--- config.mk ---
export PLATFORM = sky130hd
export DESIGN_NAME = mem_bus_arbiter_flat
export DESIGN_NICKNAME = d
export VERILOG_FILES = /design/src/rtl/bus_arb_pkg.sv /design/src/rtl/mem_bus_arbiter_if.sv /design/src/rtl/arb_hold_timer.sv /design/src/rtl/mem_bus_arbiter.sv /design/src/flat_wrapper.sv
export SDC_FILE = /design/constraint.sdc
export NUM_CORES = 1
export LEC_CHECK = 0
export BUFFER_PORTS_ARGS = -buffer_cell sky130_fd_sc_hd__buf_2
export CELL_PAD_IN_SITES_DETAIL_PLACEMENT = 1
export CELL_PAD_IN_SITES_GLOBAL_PLACEMENT = 2
export CORE_MARGIN = 1.5
export CORE_UTILIZATION = 12
export CTS_BUF_LIST = sky130_fd_sc_hd__clkbuf_8
export DETAILED_ROUTE_END_ITERATION = 8
export GPL_TIMING_DRIVEN = 0
export PLACE_DENSITY_LB_ADDON = 0.2
export SKIP_CTS_REPAIR_TIMING = 1
export SLEW_MARGIN = 10
export SYNTH_ARGS = -nofsm -noshare
export SYNTH_HDL_FRONTEND = slang
export SYNTH_HIERARCHICAL = 1
export SYNTH_SLANG_ARGS = --single-unit
--- constraint.sdc ---
create_clock -name CLK -period 2.4 [get_ports CLK]
set_input_delay 0.36 -clock CLK [delete_from_list [all_inputs] [get_ports CLK]]
set_output_delay 0.36 -clock CLK [all_outputs]
set_load 0.1 [all_outputs]
--- src/rtl/bus_arb_pkg.sv ---
// Shared types and sizes for the CPU/DMA memory bus arbiter.
package bus_arb_pkg;

  localparam int WORD_SIZE = 16;
  localparam int LINE_SIZE = 4 * WORD_SIZE;
  localparam int ADDR_W    = 16;
  localparam int GCNT_W    = 16;

  typedef enum logic [1:0] {
    CPU_OWN  = 2'd0,
    DRAIN    = 2'd1,
    DMA_OWN  = 2'd2,
    HANDBACK = 2'd3
  } arb_state_e;

endpackage

--- src/rtl/mem_bus_arbiter_if.sv ---
// Bus bundle between CPU, DMA engine, memory port and the arbiter.
// slave = arbiter side, master = surrounding system side.
interface mem_bus_arbiter_if;
  import bus_arb_pkg::*;

  logic                 cpu_req;
  logic                 cpu_busy;
  logic                 cpu_read;
  logic                 cpu_write;
  logic [ADDR_W-1:0]    cpu_addr;
  logic [LINE_SIZE-1:0] cpu_wdata;
  logic                 cpu_stall;
  logic                 BR;
  logic                 BG;
  logic                 dma_write;
  logic [ADDR_W-1:0]    dma_addr;
  logic [LINE_SIZE-1:0] dma_wdata;
  logic                 mem_read;
  logic                 mem_write;
  logic [ADDR_W-1:0]    mem_addr;
  logic [LINE_SIZE-1:0] mem_wdata;
  logic [GCNT_W-1:0]    grant_cnt;

  modport slave (
    input  cpu_req, cpu_busy, cpu_read, cpu_write, cpu_addr, cpu_wdata,
    input  BR, dma_write, dma_addr, dma_wdata,
    output cpu_stall, BG, mem_read, mem_write, mem_addr, mem_wdata, grant_cnt
  );

  modport master (
    output cpu_req, cpu_busy, cpu_read, cpu_write, cpu_addr, cpu_wdata,
    output BR, dma_write, dma_addr, dma_wdata,
    input  cpu_stall, BG, mem_read, mem_write, mem_addr, mem_wdata, grant_cnt
  );

endinterface

--- src/rtl/arb_hold_timer.sv ---
// DMA hold-limit timer: counts consecutive DMA_OWN cycles and, after a
// preemption, keeps the CPU on the bus for a minimum window.
module arb_hold_timer #(
  parameter int MAX_HOLD = 64,
  parameter int CPU_WIN  = 4
) (
  input  logic i_clk,
  input  logic i_rst_n,
  input  logic i_dma_own,
  input  logic i_cpu_own,
  input  logic i_cpu_req,
  output logic o_preempt,
  output logic o_win_block
);

  localparam int HW = $clog2(MAX_HOLD + 1);
  localparam int WW = $clog2(CPU_WIN + 2);
  localparam logic [HW-1:0] HOLD_LAST = HW'(MAX_HOLD - 1);
  // The CPU_WIN-th CPU_OWN cycle may already sample BR, so load one less.
  localparam logic [WW-1:0] WIN_LOAD  = WW'((CPU_WIN > 0) ? CPU_WIN - 1 : 0);

  logic [HW-1:0] r_hold;
  logic [WW-1:0] r_win;
  logic          w_hold_hit;

  assign w_hold_hit  = (r_hold >= HOLD_LAST);
  assign o_preempt   = i_dma_own & w_hold_hit & i_cpu_req;
  assign o_win_block = (r_win != '0);

  always_ff @(posedge i_clk or negedge i_rst_n) begin
    if (!i_rst_n) begin
      r_hold <= '0;
      r_win  <= '0;
    end else begin
      if (!i_dma_own)
        r_hold <= '0;
      else if (!w_hold_hit)
        r_hold <= r_hold + 1'b1;

      if (o_preempt)
        r_win <= WIN_LOAD;
      else if (i_cpu_own && (r_win != '0))
        r_win <= r_win - 1'b1;
    end
  end

endmodule

--- src/rtl/mem_bus_arbiter.sv ---
// CPU/DMA memory bus arbiter: BR/BG handshake, CPU drain, stall and bus mux.
// Optional DMA hold limit with CPU re-entry window when ARB_HOLD_LIMIT_EN is defined.
module mem_bus_arbiter
  import bus_arb_pkg::*;
#(
  parameter int MAX_HOLD = 64,
  parameter int CPU_WIN  = 4
) (
  input logic              CLK,
  input logic              reset_n,
  mem_bus_arbiter_if.slave bus
);

  arb_state_e           r_state;
  arb_state_e           w_next;
  logic                 r_bg;
  logic [GCNT_W-1:0]    r_grant_cnt;
  logic                 w_preempt;
  logic                 w_win_block;
  logic                 w_dma_own;
  logic                 w_cpu_own;
  logic                 w_mem_read;
  logic                 w_mem_write;
  logic [ADDR_W-1:0]    w_mem_addr;
  logic [LINE_SIZE-1:0] w_mem_wdata;

  assign w_dma_own = (r_state == DMA_OWN);
  assign w_cpu_own = (r_state == CPU_OWN);

`ifdef ARB_HOLD_LIMIT_EN
  arb_hold_timer #(
    .MAX_HOLD (MAX_HOLD),
    .CPU_WIN  (CPU_WIN)
  ) u_hold_timer (
    .i_clk       (CLK),
    .i_rst_n     (reset_n),
    .i_dma_own   (w_dma_own),
    .i_cpu_own   (w_cpu_own),
    .i_cpu_req   (bus.cpu_req),
    .o_preempt   (w_preempt),
    .o_win_block (w_win_block)
  );
`else
  logic [31:0] w_cfg_unused;
  assign w_cfg_unused = 32'(MAX_HOLD) ^ 32'(CPU_WIN);
  assign w_preempt    = 1'b0;
  assign w_win_block  = 1'b0;
`endif

  always_comb begin
    w_next = r_state;
    case (r_state)
      CPU_OWN: begin
        if (bus.BR && !w_win_block)
          w_next = bus.cpu_busy ? DRAIN : DMA_OWN;
      end
      DRAIN: begin
        if (!bus.BR)
          w_next = CPU_OWN;
        else if (!bus.cpu_busy)
          w_next = DMA_OWN;
      end
      DMA_OWN: begin
        if (!bus.BR || w_preempt)
          w_next = HANDBACK;
      end
      HANDBACK: w_next = CPU_OWN;
      default:  w_next = CPU_OWN;
    endcase
  end

  // BG is registered from the next state so it tracks DMA_OWN exactly.
  always_ff @(posedge CLK or negedge reset_n) begin
    if (!reset_n) begin
      r_state     <= CPU_OWN;
      r_bg        <= 1'b0;
      r_grant_cnt <= '0;
    end else begin
      r_state <= w_next;
      r_bg    <= (w_next == DMA_OWN);
      if ((w_next == DMA_OWN) && (r_state != DMA_OWN))
        r_grant_cnt <= r_grant_cnt + 1'b1;
    end
  end

  always_comb begin
    w_mem_read  = 1'b0;
    w_mem_write = 1'b0;
    w_mem_addr  = '0;
    w_mem_wdata = '0;
    case (r_state)
      CPU_OWN, DRAIN: begin
        w_mem_read  = bus.cpu_read;
        w_mem_write = bus.cpu_write;
        w_mem_addr  = bus.cpu_addr;
        w_mem_wdata = bus.cpu_wdata;
      end
      DMA_OWN: begin
        w_mem_write = bus.dma_write;
        w_mem_addr  = bus.dma_addr;
        w_mem_wdata = bus.dma_wdata;
      end
      default: begin
      end
    endcase
  end

  // A CPU op still in flight during DRAIN is allowed to finish unstalled.
  assign bus.cpu_stall = bus.cpu_req & (r_state != CPU_OWN) &
                         ~((r_state == DRAIN) & bus.cpu_busy);
  assign bus.BG        = r_bg;
  assign bus.grant_cnt = r_grant_cnt;
  assign bus.mem_read  = w_mem_read;
  assign bus.mem_write = w_mem_write;
  assign bus.mem_addr  = w_mem_addr;
  assign bus.mem_wdata = w_mem_wdata;

endmodule
--- src/flat_wrapper.sv ---
// flat-port wrapper written by rule: the top's interface ports become plain ports
module mem_bus_arbiter_flat import bus_arb_pkg::*;
#(
  parameter int MAX_HOLD = 64,
  parameter int CPU_WIN  = 4
)
  (CLK, reset_n, bus_cpu_req, bus_cpu_busy, bus_cpu_read, bus_cpu_write, bus_cpu_addr, bus_cpu_wdata, bus_BR, bus_dma_write, bus_dma_addr, bus_dma_wdata, bus_cpu_stall, bus_BG, bus_mem_read, bus_mem_write, bus_mem_addr, bus_mem_wdata, bus_grant_cnt);
  mem_bus_arbiter_if bus_i ();
  input logic CLK;
  input logic reset_n;
  input wire logic [$bits(bus_i.cpu_req)-1:0] bus_cpu_req;
  input wire logic [$bits(bus_i.cpu_busy)-1:0] bus_cpu_busy;
  input wire logic [$bits(bus_i.cpu_read)-1:0] bus_cpu_read;
  input wire logic [$bits(bus_i.cpu_write)-1:0] bus_cpu_write;
  input wire logic [$bits(bus_i.cpu_addr)-1:0] bus_cpu_addr;
  input wire logic [$bits(bus_i.cpu_wdata)-1:0] bus_cpu_wdata;
  input wire logic [$bits(bus_i.BR)-1:0] bus_BR;
  input wire logic [$bits(bus_i.dma_write)-1:0] bus_dma_write;
  input wire logic [$bits(bus_i.dma_addr)-1:0] bus_dma_addr;
  input wire logic [$bits(bus_i.dma_wdata)-1:0] bus_dma_wdata;
  output wire logic [$bits(bus_i.cpu_stall)-1:0] bus_cpu_stall;
  output wire logic [$bits(bus_i.BG)-1:0] bus_BG;
  output wire logic [$bits(bus_i.mem_read)-1:0] bus_mem_read;
  output wire logic [$bits(bus_i.mem_write)-1:0] bus_mem_write;
  output wire logic [$bits(bus_i.mem_addr)-1:0] bus_mem_addr;
  output wire logic [$bits(bus_i.mem_wdata)-1:0] bus_mem_wdata;
  output wire logic [$bits(bus_i.grant_cnt)-1:0] bus_grant_cnt;
  assign bus_i.cpu_req = bus_cpu_req;
  assign bus_i.cpu_busy = bus_cpu_busy;
  assign bus_i.cpu_read = bus_cpu_read;
  assign bus_i.cpu_write = bus_cpu_write;
  assign bus_i.cpu_addr = bus_cpu_addr;
  assign bus_i.cpu_wdata = bus_cpu_wdata;
  assign bus_i.BR = bus_BR;
  assign bus_i.dma_write = bus_dma_write;
  assign bus_i.dma_addr = bus_dma_addr;
  assign bus_i.dma_wdata = bus_dma_wdata;
  assign bus_cpu_stall = bus_i.cpu_stall;
  assign bus_BG = bus_i.BG;
  assign bus_mem_read = bus_i.mem_read;
  assign bus_mem_write = bus_i.mem_write;
  assign bus_mem_addr = bus_i.mem_addr;
  assign bus_mem_wdata = bus_i.mem_wdata;
  assign bus_grant_cnt = bus_i.grant_cnt;
  mem_bus_arbiter #(.MAX_HOLD(MAX_HOLD), .CPU_WIN(CPU_WIN)) u_core (.CLK(CLK), .reset_n(reset_n), .bus(bus_i));
endmodule
==> results of run 1 <==
==> layout by cell type (no fill, tap or decap), drive strengths merged <==
cell / synthesis / layout
nor2: 4 / 4
nand4b: 1 / 1
clkbuf: 5 / 22
nand3b: 1 / 1
xnor2: 12 / 12
nand2: 94 / 94
inv: 81 / 82
nand4: 4 / 4
o21a: 2 / 2
buf: 14 / 269
nor4: 2 / 2
nor3: 1 / 1
nor2b: 3 / 3
and3: 2 / 2
ha: 1 / 1
or3b: 1 / 1
o21ai: 82 / 82
nor3b: 1 / 1
dfrtp: 19 / 19
nand3: 4 / 4
xor2: 3 / 3
nand2b: 1 / 1
==> kinds of logic (layout without fill, tap and decap cells) <==
logic type                 Yosys count  count (layout)
AOI/OAI and AO/OA                   84              84
and+or+nand+nor                    119             119
adders and majority gates            1               1
DFF                                 19              19
xor gates and xnor gates            15              15
buffers and inverters              100             373
==> per-layer routing <==
layer	routed length, um	global-route usage	vias to the layer above
met1	4200	0.128	1447
li1	-	-	1581
met4	41	0.0131	0
met3	820	0.0285	4
met2	5710	0.231	147
met5	0	0	-
==> metrics by stage <==
step | hold slack, ns | util
finish | 0.0458 | 0.257
floorplan | 0.0644 | -
global placement | 0.332 | 0.231
CTS | 0.0610 | 0.234
detailed placement | 0.344 | 0.231
global route | 0.0707 | 0.257
==> cell type report <==
cell class	count	area, um^2
Buffer	19	116
Sequential cell	19	477
Multi-Input combinational cell	219	1200
Inverter	81	304
Timing Repair Buffer	269	1680
Clock inverter	1	3.75
Tap cell	216	270
Fill cell	2094	11800
Clock buffer	3	41.3
==> sequential cells by signal, summed over array words and instances (netlist names) <==
signal	count
u_core/bus.BG	1
u_core/bus.grant_cnt	16
u_core/r_state	2
==> final timing paths <==
kind / startpoint / to / slack (ns) / cells past startpoint
worst max-delay path: u_core/r_state[1]$_DFF_PN0_ / bus_mem_wdata[47] / 0.12 / 7
worst min-delay path: reset_n / u_core/bus.grant_cnt[3]$_DFFE_PN0P_ / 0.05 / 1
worst max register to register: u_core/r_state[1]$_DFF_PN0_ / u_core/bus.grant_cnt[12]$_DFFE_PN0P_ / 0.57 / 5
worst min register to register: u_core/bus.grant_cnt[15]$_DFFE_PN0P_ / u_core/bus.grant_cnt[15]$_DFFE_PN0P_ / 0.47 / 1
max in group asynchronous: reset_n / u_core/r_state[1]$_DFF_PN0_ / 2.02 / 1
min in group CLK: bus_BR / u_core/bus.BG$_DFF_PN0_ / 0.36 / 2
==> results.json, run 1 <==
{
  "status": "finished clean",
  "fin_nets": 781,
  "hpwl_mm": 9.15,
  "max_freq_ghz": 0.439,
  "dr.pass1.iters": 4,
  "slowest_delay_ns": 0.40,
  "finalCritPeriodShare": 0.949,
  "crit_slowest_cell": "dfrtp_2",
  "cp_top_family": "buffers and inverters",
  "drive_gt1_frac": 0.519,
  "finalSetupViolations": 0,
  "first_iter_violations": 71,
  "crit_type": "register to output pin",
  "post-place-ws_ns": -0.457,
  "initial_core_util": 0.124,
  "syn_avg_cell_area_um2": 5.83,
  "viasPerCell": 3.84,
  "num_antenna_cells": 0,
  "ys_types": 23,
  "drv_cap": 0,
  "drtAntennaViolNets": 0,
  "grt_pass1_vias": 3238,
  "port_buffers": 267,
  "synth_top_family_by_area": "simple AND/OR/NAND/NOR gates",
  "cts-root-buf": "clkbuf_8",
  "finalInstanceArea_um2": 4100,
  "area_delta_synth_final_pct": 108,
  "clkSinkCount": 19,
  "layout_setup_ws_ns": 0.123,
  "final.setup.tns_ns": 0,
  "synth_mux_area_frac": 0,
  "num_vias": 3179,
  "finalWirelength_mm": 10.8,
  "synthTopCellsByArea": "dfrtp_1 24%, o21ai_0 21%, nand2_1 18%",
  "die-area_um2": 17200,
  "netlist_area_um2": 1970,
  "path_buf_inv": 4,
  "synth_nets": 507,
  "fin_cells": 827,
  "startpoint_type": "register",
  "worst_pin_slew_ns": 0.713,
  "ys_top_cells_by_count": "94 x nand2_1, 82 x o21ai_0, 81 x inv_1",
  "synth_seq_cells": 19,
  "drc_errors": 0,
  "yosysMostFrequentCell": "nand2_1",
  "clockBufferDepth": 2,
  "clk_pin_slew_ns": 0.07,
  "globalRouteOverflowTotal": 0,
  "yosys_warnings": 6,
  "worst_ep_arrival_time_ns": 1.92,
  "fin_crit_ns": 2.28,
  "async_flop_share": 1.00,
  "gp_congestion": 0.828,
  "synth_compound_area_frac": 0.216,
  "synth_edf_count": 0,
  "yosysSeqAreaShare": 0.241,
  "cp_max_fo": 10,
  "postPlaceCellArea_um2": 3680,
  "slew_viol_final": 0,
  "syn_inst": 338,
  "netlist.area_leader.share": 0.241,
  "coreArea_um2": 15900,
  "hp-class": "primary input to async pin",
  "gr-usage-all-layers": 0.117,
  "tritoncts": "built",
  "synth-main-ff-cell": "dfrtp_1",
  "avgRoutedWirePerCell_um": 13.0,
  "crit_required_ns": 2.04,
  "grt_pass1_wl_mm": 16.7,
  "dieWidth_um": 131,
  "antenna_found_initial": 0,
  "dpl.cell_count": 821,
  "clk_latency_ns": 0.25,
  "critPathCaptureType": "output pin",
  "htreeDepth": 1,
  "synth_xor_area_frac": 0.0667,
  "skew_ns": 0.00414,
  "cp_cell_sequence": "buf_4 -> nor2b_1 -> buf_6 -> clkbuf_4 -> nand2_1 -> o21ai_0 -> clkbuf_8",
  "die_h_um": 131,
  "synth-adder-area-share": 0.00635,
  "grt_max_degree": 20,
  "relSlewSlack": 0.525,
  "synth-simple-area-share": 0.269,
  "num_rows": 46,
  "synth_top_cell_by_area": "dfrtp_1",
  "ios": 268,
  "finalHoldViolations": 0,
  "cts_buffers": 3
}
Power of run 1 is not shown: default switching activity piles up to over one toggle a cycle in this logic, so the estimate is an artifact.
==> run 2, diff against run 1 <==
--- a/config.mk
+++ b/config.mk
@@ -9,7 +9,7 @@
 export CELL_PAD_IN_SITES_DETAIL_PLACEMENT = 1
 export CELL_PAD_IN_SITES_GLOBAL_PLACEMENT = 2
 export CORE_MARGIN = 1.5
-export CORE_UTILIZATION = 12
+export CORE_UTILIZATION = 11
 export CTS_BUF_LIST = sky130_fd_sc_hd__clkbuf_8
 export DETAILED_ROUTE_END_ITERATION = 8
 export GPL_TIMING_DRIVEN = 0
==> constraint.sdc (replaced) <==
create_clock -name CLK -period 1.85 [get_ports CLK]
set_input_delay 0.2775 -clock CLK [delete_from_list [all_inputs] [get_ports CLK]]
set_output_delay 0.2775 -clock CLK [all_outputs]
set_load 0.1 [all_outputs]
==> run 2 against run 1 <==
  * The run now ends with setup timing left
  * Cell area up 44%
  * Die area increased by 8.9%
  * First-iteration DRC count decreased by 44%
  * Global-route usage shrank 0.46 points
  * Non-clock buffer count grew 7
  * Critical path type unchanged
  * Critical endpoint is now bus_mem_wdata[6]
==> results.json, run 2 (synthesized netlist as in run 1, its figures left out) <==
{
  "finalWirelength_mm": 12.6,
  "area_delta_synth_final_pct": 200,
  "final_common_cell": "buf_2",
  "globalRouteOverflowTotal": 0,
  "grt_pass1_vias": 3310,
  "crit_top_cell": "buf_8",
  "clockBufferDepth": 2,
  "relSlewSlack": 0.608,
  "drv_cap": 0,
  "crit_slowest_cell": "dfrtp_2",
  "largest_reg_flops": 16,
  "drive_gt1_frac": 0.659,
  "grt_max_degree": 20,
  "layout_common_cells": "189 x buf_2, 81 x inv_1, 78 x buf_12",
  "status": "finished, violations left",
  "finalSetupViolations": 81,
  "fillers": 2060,
  "initial_core_util": 0.113,
  "rsz0062_at_grt": "true",
  "layout_setup_ws_ns": -0.154,
  "hpwl_mm": 10.1,
  "num_antenna_cells": 0,
  "cts_buffers": 3,
  "viasPerCell": 3.88,
  "slowest_delay_ns": 0.43,
  "coreArea_um2": 17400,
  "dr.pass1.iters": 4,
  "die-area_um2": 18700,
  "gp_congestion": 0.690,
  "finalHoldViolations": 0,
  "fin_nets": 788,
  "postPlaceCellArea_um2": 4340,
  "cp_max_fo": 10,
  "violations": "setup timing",
  "worst_pin_slew_ns": 0.588,
  "whs_ns": 0.287,
  "startpoint_type": "register",
  "clk_latency_ns": 0.26,
  "port_buffers": 267,
  "max_freq_ghz": 0.499,
  "final.setup.tns_ns": -8.39,
  "drtAntennaViolNets": 0,
  "num_rows": 48,
  "crit_required_ns": 1.57,
  "antenna_found_initial": 0,
  "grt_pass1_wl_mm": 16.8,
  "die_h_um": 137,
  "slew_viol_final": 0,
  "cp_cell_sequence": "buf_8 -> nor2b_4 -> buf_12 -> buf_8 -> nand2_1 -> o21ai_1 -> buf_6",
  "cts-root-buf": "clkbuf_8",
  "multi_input_area_um2": 1980,
  "clk_pin_slew_ns": 0.08,
  "path_buf_inv": 4,
  "crit_type": "register to output pin",
  "dieWidth_um": 137,
  "avgRoutedWirePerCell_um": 14.9,
  "clkSinkCount": 19,
  "post-place-ws_ns": -0.966,
  "gr-usage-all-layers": 0.112,
  "num_vias": 3269,
  "finalCritPeriodShare": 1.08,
  "critPathCaptureType": "output pin",
  "first_iter_violations": 40,
  "hp-class": "primary input to register",
  "drc_errors": 0,
  "skew_ns": 0.00653,
  "cp_top_family": "buffers and inverters",
  "htreeDepth": 1,
  "fin_crit_ns": 2.00,
  "ios": 268,
  "seq_area_um2": 487,
  "tritoncts": "built",
  "finalInstanceArea_um2": 5920,
  "worst_ep_arrival_time_ns": 1.73
}
==> run 2: changes by cell type in the layout (fill, tap and decap cells not counted), sizes merged <==
cell / before / now
buf: 269 / 288
clkbuf: 22 / 9
clkinv: 0 / 1
dlygate4sd3: 0 / 1
inv: 82 / 81
==> run 2: metal layers <==
metal | up-vias | wire, um | global-route usage
li1 | 1592 | - | -
met1 | 1516 | 4720 | 0.126
met2 | 155 | 6710 | 0.221
met3 | 6 | 1040 | 0.0263
met4 | 0 | 118 | 0.00702
met5 | - | 0 | 0
==> run 2: path summary, 6_finish.rpt <==
kind	start	cells after the start	endpoint	slack [ns]
worst max-delay path	u_core/r_state[1]$_DFF_PN0_	7	bus_mem_wdata[6]	-0.15
worst min-delay path	bus_BR	2	u_core/bus.BG$_DFF_PN0_	0.29
worst max register to register	u_core/r_state[1]$_DFF_PN0_	5	u_core/bus.grant_cnt[12]$_DFFE_PN0P_	0.16
worst min register to register	u_core/bus.grant_cnt[7]$_DFFE_PN0P_	1	u_core/bus.grant_cnt[7]$_DFFE_PN0P_	0.48
max in group asynchronous	reset_n	2	u_core/bus.grant_cnt[4]$_DFFE_PN0P_	0.99
min in group asynchronous	reset_n	2	u_core/bus.grant_cnt[10]$_DFFE_PN0P_	0.50
==> run 2: worst reg2reg max path, cell delays in order, from the launching register on <==
cell	delay, ns
dfrtp_2	0.45
or3b_1	0.39
buf_4	0.19
nor4_4	0.24
nand4b_1	0.16
xnor2_1	0.15
==> run 2: cell type report <==
type | instances | share of cell area
repair buffers | 276 | 0.443
multi-input cells | 219 | 0.335
flip-flops and latches | 19 | 0.0822
inverters | 81 | 0.0514
well taps | 225 | 0.0475
plain buffers | 19 | 0.0336
clock buffers | 3 | 0.00697
clock inverters | 1 | 0.000845
==> run 2: per-stage QoR <==
step	utilization	cells
2_1_floorplan	-	338
4_1_cts	0.252	834
3_5_place_dp	0.249	830
5_1_grt	0.340	843
6_report	0.340	843
3_3_place_gp	0.249	830
Power of run 2 is left out for the same reason.
==> run 3, diff against run 2 <==
--- a/config.mk
+++ b/config.mk
@@ -20,3 +20,4 @@
 export SYNTH_HDL_FRONTEND = slang
 export SYNTH_HIERARCHICAL = 1
 export SYNTH_SLANG_ARGS = --single-unit
+export TNS_END_PERCENT = 5
==> run 3 against run 2 <==
  * The flow still finishes with violations (setup timing)
  * Clock-buffer cell count unchanged
  * Register-to-register slack about the same
  * First-iteration DRC count down 33%
  * Critical path type unchanged
==> results.json, run 3 (synthesized netlist as in run 1, its figures left out) <==
{
  "status": "finished, violations left",
  "largest_reg_flops": 16,
  "layout_setup_ws_ns": -0.170,
  "relSlewSlack": 0.644,
  "first_iter_violations": 27,
  "area_delta_synth_final_pct": 143,
  "drtAntennaViolNets": 0,
  "violations": "setup timing",
  "globalRouteOverflowTotal": 0,
  "cts_buffers": 3,
  "die_h_um": 137,
  "num_antenna_cells": 0,
  "avgRoutedWirePerCell_um": 13.3,
  "clk_latency_ns": 0.26,
  "clockBufferDepth": 2,
  "viasPerCell": 3.76,
  "fin_crit_ns": 2.02,
  "dpl.cell_count": 830,
  "fin_nets": 784,
  "fillers": 2179,
  "ios": 268,
  "worst_pin_slew_ns": 0.534,
  "clkSinkCount": 19,
  "gr-usage-all-layers": 0.105,
  "port_buffers": 267,
  "fin_cells": 839,
  "drc_errors": 0,
  "max_freq_ghz": 0.495,
  "grt_pass1_vias": 3182,
  "layout_common_cells": "191 x buf_2, 93 x nand2_1, 82 x inv_1",
  "final.setup.tns_ns": -6.56,
  "critPathCaptureType": "output pin",
  "antenna_found_initial": 0,
  "num_rows": 48,
  "grt_max_degree": 20,
  "cts-root-buf": "clkbuf_8",
  "startpoint_type": "register",
  "holdCritStartpoint": "bus_BR",
  "dr.pass1.iters": 4,
  "skew_ns": 0.00197,
  "drive_gt1_frac": 0.546,
  "slew_viol_final": 0,
  "crit_required_ns": 1.57,
  "crit_path_start": "u_core/r_state[1]$_DFF_PN0_",
  "tritoncts": "built",
  "drv_cap": 0,
  "num_vias": 3154,
  "coreArea_um2": 17400,
  "clk_pin_slew_ns": 0.07,
  "finalWirelength_mm": 11.2,
  "rsz0062_at_grt": "true",
  "finalHoldViolations": 0,
  "whs_ns": 0.282,
  "finalCritPeriodShare": 1.09,
  "hpwl_mm": 9.35,
  "gp_congestion": 0.710,
  "die-area_um2": 18700,
  "r2r-start": "u_core/r_state[1]$_DFF_PN0_",
  "finalSetupViolations": 80,
  "worst_ep_arrival_time_ns": 1.74,
  "initial_core_util": 0.113,
  "crit_type": "register to output pin",
  "grt_pass1_wl_mm": 15.5,
  "cp_max_fo": 10,
  "final_common_cell": "buf_2",
  "htreeDepth": 1,
  "hp-class": "primary input to register",
  "dieWidth_um": 137
}
[run 3: per-layer routing]
layer	routed length, um	vias up	part of all wire	GRT usage
li1	-	1584	-	-
met1	3990	1387	0.36	0.109
met2	5840	177	0.52	0.206
met3	1290	6	0.11	0.0333
met4	65	0	0.0058	0.0140
met5	0	-	0	0
[run 3: cell type report]
cell class / instances / area, um^2 / area share
clock inverters: 1 / 3.75 / 0.000783
repair buffers: 272 / 2230 / 0.465
multi-input cells: 219 / 1280 / 0.267
well taps: 225 / 282 / 0.0588
clock buffers: 3 / 41.3 / 0.00862
inverters: 81 / 304 / 0.0635
plain buffers: 19 / 176 / 0.0368
flip-flops and latches: 19 / 477 / 0.0995
[run 3: worst paths after layout]
kind | to | slack [ns] | depth (start not counted)
max in group asynchronous | u_core/r_state[1]$_DFF_PN0_ | 1.01 | 2
min in group asynchronous | u_core/bus.grant_cnt[6]$_DFFE_PN0P_ | 0.50 | 2
hold reg to reg | u_core/bus.grant_cnt[15]$_DFFE_PN0P_ | 0.47 | 1
setup reg to reg | u_core/bus.grant_cnt[7]$_DFFE_PN0P_ | 0.16 | 5
setup / recovery | bus_mem_wdata[25] | -0.17 | 7
hold / removal | u_core/bus.BG$_DFF_PN0_ | 0.28 | 2
[run 3: metrics by stage]
| stage | instance area [um^2] | util | worst slack [ns] |
|---|---|---|---|
| finish | 4790 | 0.275 | -0.170 |
| global route | 4790 | 0.275 | -0.283 |
| CTS | 3730 | 0.214 | -1.26 |
| detailed placement | 3690 | 0.212 | -0.967 |
| global placement | 3690 | 0.212 | -0.946 |
| floorplan | 2070 | - | -0.564 |
[run 3: worst max-delay path: stages, from the launching register on]
cell	delay, ns
dfrtp_2	0.40
buf_6	0.14
nor2b_4	0.18
buf_6	0.17
buf_8	0.14
nand2_1	0.07
o21ai_1	0.12
buf_6	0.26
Power of run 3 is left out for the same reason.
